`config.mk`:
```
export PLATFORM = sky130hd
export DESIGN_NAME = bcd_seq_converter
export DESIGN_NICKNAME = d
export VERILOG_FILES = /design/src/rtl/bcd_seq_converter.sv
export SDC_FILE = /design/constraint.sdc
export NUM_CORES = 1
export LEC_CHECK = 0
export ABC_CLOCK_PERIOD_IN_PS = 2800
export CORE_MARGIN = 1.5
export CORE_UTILIZATION = 40
export CTS_CLUSTER_SIZE = 24
export DETAILED_ROUTE_END_ITERATION = 6
export MAX_ROUTING_LAYER = met4
export PLACE_DENSITY = 0.66
export SLEW_MARGIN = 10
export SYNTH_ARGS = -nofsm -noshare
export SYNTH_HDL_FRONTEND = slang
export SYNTH_SLANG_ARGS = --single-unit
```
`constraint.sdc`:
```
create_clock -name clk -period 2.8 [get_ports clk]
set_input_delay 0.56 -clock clk [delete_from_list [all_inputs] [get_ports clk]]
set_output_delay 0.56 -clock clk [all_outputs]
set_load 0.005 [all_outputs]
```
`src/rtl/bcd_seq_converter.sv`:
```
// Sequential binary-to-BCD converter (double-dabble, one input bit per clock).
// Valid/ready on both sides; the finished result is held in out_bcd/ovf until
// the consumer takes it.
//
// state  | meaning
// -------+-----------------------------------------------------------------
// IDLE   | waiting for in_valid; in_ready high
// SHIFT  | one add-3/shift step per cycle, WIDTH cycles total
// DONE   | result latched; out_valid raised, held until out_ready
module bcd_seq_converter #(
   parameter int WIDTH  = 8,
   parameter int DIGITS = 3
) (
   input  logic                  clk,
   input  logic                  rst,
   input  logic                  in_valid,
   output logic                  in_ready,
   input  logic [WIDTH-1:0]      in_bin,
   output logic                  out_valid,
   input  logic                  out_ready,
   output logic [4*DIGITS-1:0]   out_bcd,
   output logic                  ovf,
   output logic                  busy
);

   localparam int CW = (WIDTH > 1) ? $clog2(WIDTH) : 1;
   localparam int BW = 4 * DIGITS;

   typedef enum logic [1:0] {
      S_IDLE,
      S_SHIFT,
      S_DONE
   } state_t;

   state_t          state;
   logic [WIDTH-1:0] shift_reg;
   logic [BW-1:0]   bcd;
   logic [BW-1:0]   bcd_adj;
   logic [BW-1:0]   bcd_next;
   logic [CW-1:0]   cnt;

   // Add 3 to every digit >= 5 ahead of the shift; the bit leaving the top
   // digit is dropped from the accumulator and only recorded as overflow.
   always_comb begin
      bcd_adj = bcd;
      for (int k = 0; k < DIGITS; k++) begin
         if (bcd[4*k +: 4] >= 4'd5) begin
            bcd_adj[4*k +: 4] = bcd[4*k +: 4] + 4'd3;
         end
      end
      bcd_next = {bcd_adj[BW-2:0], shift_reg[WIDTH-1]};
   end

   assign in_ready = (state == S_IDLE) && !rst;

   // Controller FSM with registered out_valid/busy/out_bcd/ovf.
   // out_valid is raised one edge after DONE entry so that the first valid
   // cycle follows the accept edge by WIDTH+1 edges.
   always_ff @(posedge clk) begin
      if (rst) begin
         state     <= S_IDLE;
         shift_reg <= '0;
         bcd       <= '0;
         cnt       <= '0;
         out_bcd   <= '0;
         ovf       <= 1'b0;
         out_valid <= 1'b0;
         busy      <= 1'b0;
      end else begin
         case (state)
            S_IDLE: begin
               if (in_valid) begin
                  shift_reg <= in_bin;
                  bcd       <= '0;
                  ovf       <= 1'b0;
                  cnt       <= CW'(WIDTH - 1);
                  busy      <= 1'b1;
                  state     <= S_SHIFT;
               end
            end
            S_SHIFT: begin
               bcd       <= bcd_next;
               shift_reg <= shift_reg << 1;
               if (bcd_adj[BW-1]) begin
                  ovf <= 1'b1;
               end
               cnt <= cnt - 1'b1;
               if (cnt == '0) begin
                  out_bcd <= bcd_next;
                  state   <= S_DONE;
               end
            end
            S_DONE: begin
               if (!out_valid) begin
                  out_valid <= 1'b1;
               end else if (out_ready) begin
                  out_valid <= 1'b0;
                  busy      <= 1'b0;
                  state     <= S_IDLE;
               end
            end
            default: begin
               state <= S_IDLE;
            end
         endcase
      end
   end

endmodule

```
==> run metrics <==
root buffer cell clkbuf_8; Critical Path Fanout Max 5; Slew Limit Fails 0; met1 wire length 1910 um; crit-path cells clkdlybuf4s50_1 -> nor3_1 -> clkdlybuf4s50_1; syn nets 227; share of cells above drive strength 1 7.76%; part of the Yosys area used for sequential elements 43.4%; grt total ovfl 0; die height 70.9 um; Synth Area in Adders 5.42%; Reg area 801 um^2; CTS clock-pin slew for the worst setup and hold paths 0.07 ns; Worst Clk Skew 0.00241 ns; Vias/cell 5.34; gpl congestion 0.794; Final ANT Viol Nets 0; Post-synth EDFFs 0; worst-skew pair later-pin latency 0.29 ns; ys async rst share 0%; hold buffers post-CTS 0; critical path arrival 1.75 ns; Met3 Wirelength 210 um; critical path capture point type primary output; mean post-synth cell area 8.92 um^2; post-layout util 51.2%; 1st-pass router iterations 4; area occupied by multi-input gates 931 um^2; CP dominant cell by count clkdlybuf4s50_1; Yosys reg bits 40; met2 wire len 1840 um; Max Clock Freq 433 MHz; vias in the first global route 1397; Critical Path Slowest Stage Cell clkdlybuf4s50_1; # H-tree levels 2; largest net degree at the start of global routing 40; antenna diode instance count 0; FILL cells 431; Starting Density 42.1%; combinational family with the most area after synthesis simple AND/OR/NAND/NOR gates; placed cell area 2120 um^2; Max-Cap Viols 0; P&R area growth vs syn 21.7%; Global Route Usage Sum 17.0%; most frequent cells in the layout dfxtp_1 (40), nor2_1 (27), clkdlybuf4s50_1 (27); final hold violation count 0; Routed wire per std cell 14.1 um; final WL 4000 um; leading cell type in the layout, fill and taps excluded dfxtp_1; Via Count 1516; area share of and/or/nand/nor cells after synthesis 20.4%; Die ar. 5030 um^2; initial antenna violation count 0; design area 2250 um^2; XOR/XNOR share of the synthesized area 1.90%; Sinks on Clock Net 40; first-pass GRT wire length 6560 um; cts repair resizes 0; Setup Fix Bufs, Post-CTS 0; Setup Slack @ Placement 0.464 ns; Worst slew margin 60.6%; I/O Buffers 27; worst path bufs/invs 2; Top Ports 28; hpwl dp 2720 um; setup tns final 0 ns; highest routed layer met4; post-synthesis mux area share 2.37%; ys flop type dfxtp_1; DP Cell Count 276; Worst Hold Class reg -> reg; status completed; Lkg Pwr 0.000793 uW; CP required 2.24 ns; Setup-failing EPs final 0; worst slew pin tran 0.590 ns; post-synthesis compound-gate area fraction 20.3%; Starting DRT DRC Count 82; Tmin final 2.31 ns; Die Width 70.9 um; Netlist cell types 34; total CTS buffers 5; RSZ-0062 raised after global routing no; DRC 0; Pwr Density 593 nW/um^2; critical path type in -> out; NumNets Final 251; Non-Filler Instances 284; cell count after synthesis 207; crit start category primary input; VDD IR max 0.000283 V; Critical Path Max Stage Delay 0.53 ns; YS warnings 0; Post-Syn Area 1850 um^2; CTS tree built; cell family with most CP delay buffers and inverters; Clock Path Buffers 2; Setup WS post-layout 0.493 ns; Core Region 4380 um^2; crit share post-route 82.4%; row count 24
## per-stage QoR
stage	power [uW]	hold WS [ns]
finish	1330	0.467
floorplan	770	0.437
global placement	832	0.451
CTS	1340	0.469
detailed placement	834	0.458
global route	1390	0.484
## power breakdown
part	internal (uW)	total [uW]	switching, uW
clock	314	513	198
combinational	89.1	192	103
sequential	602	628	25.6
total	1010	1330	326
## final cells by class
cell class / instances / area share [%]
Timing Repair Buffer: 29 / 12.7
Inverter: 10 / 1.67
Clock inverter: 1 / 1.34
Sequential cell: 40 / 35.7
Multi-Input combinational cell: 145 / 41.4
Clock buffer: 7 / 4.29
Tap cell: 52 / 2.90
## cells in the mapped netlist, types with 4 or more instances
master,number,share of area [%]
dfxtp_1,40,43
o21ai_0,11,3.0
nand2b_1,13,4.4
nor3_1,11,3.0
o22ai_1,9,3.1
a21oi_1,12,3.3
clkbuf_1,4,0.81
inv_1,9,1.8
nor2_1,27,5.5
ha_1,8,5.4
a211oi_1,10,4.1
a2bb2oi_1,4,1.9
nand3_1,4,1.1
buf_2,4,1.1
nor3b_1,5,2.0
o32ai_1,6,2.8
## metal layers
layer	vias to the layer above	global-route usage, %
met3	5	3.42
met5	-	-
met1	689	22.9
met4	0	5.66
met2	34	25.5
li1	788	-
## cells by family after synthesis
kind of cell | after synthesis
flip-flops | 40
AO/OA/AOI/OAI | 57
buffers and inverters | 22
XOR/XNOR | 4
adder cells (fa/ha/maj) | 8
AND/OR/NAND/NOR | 72
multiplexers | 4
## path summary, 6_finish.rpt
kind                                          start                    to  slack, ns  cells past startpoint
worst max-delay path                            rst              in_ready       0.49                      3
worst min-delay path            cnt[0]$_SDFFE_PP0P_   cnt[0]$_SDFFE_PP0P_       0.47                      1
worst max register to register  bcd[8]$_SDFFE_PP0P_  bcd[10]$_SDFFE_PP0P_       1.07                      6
worst min register to register  cnt[0]$_SDFFE_PP0P_   cnt[0]$_SDFFE_PP0P_       0.47                      1
(Power assumes the default switching activity.)
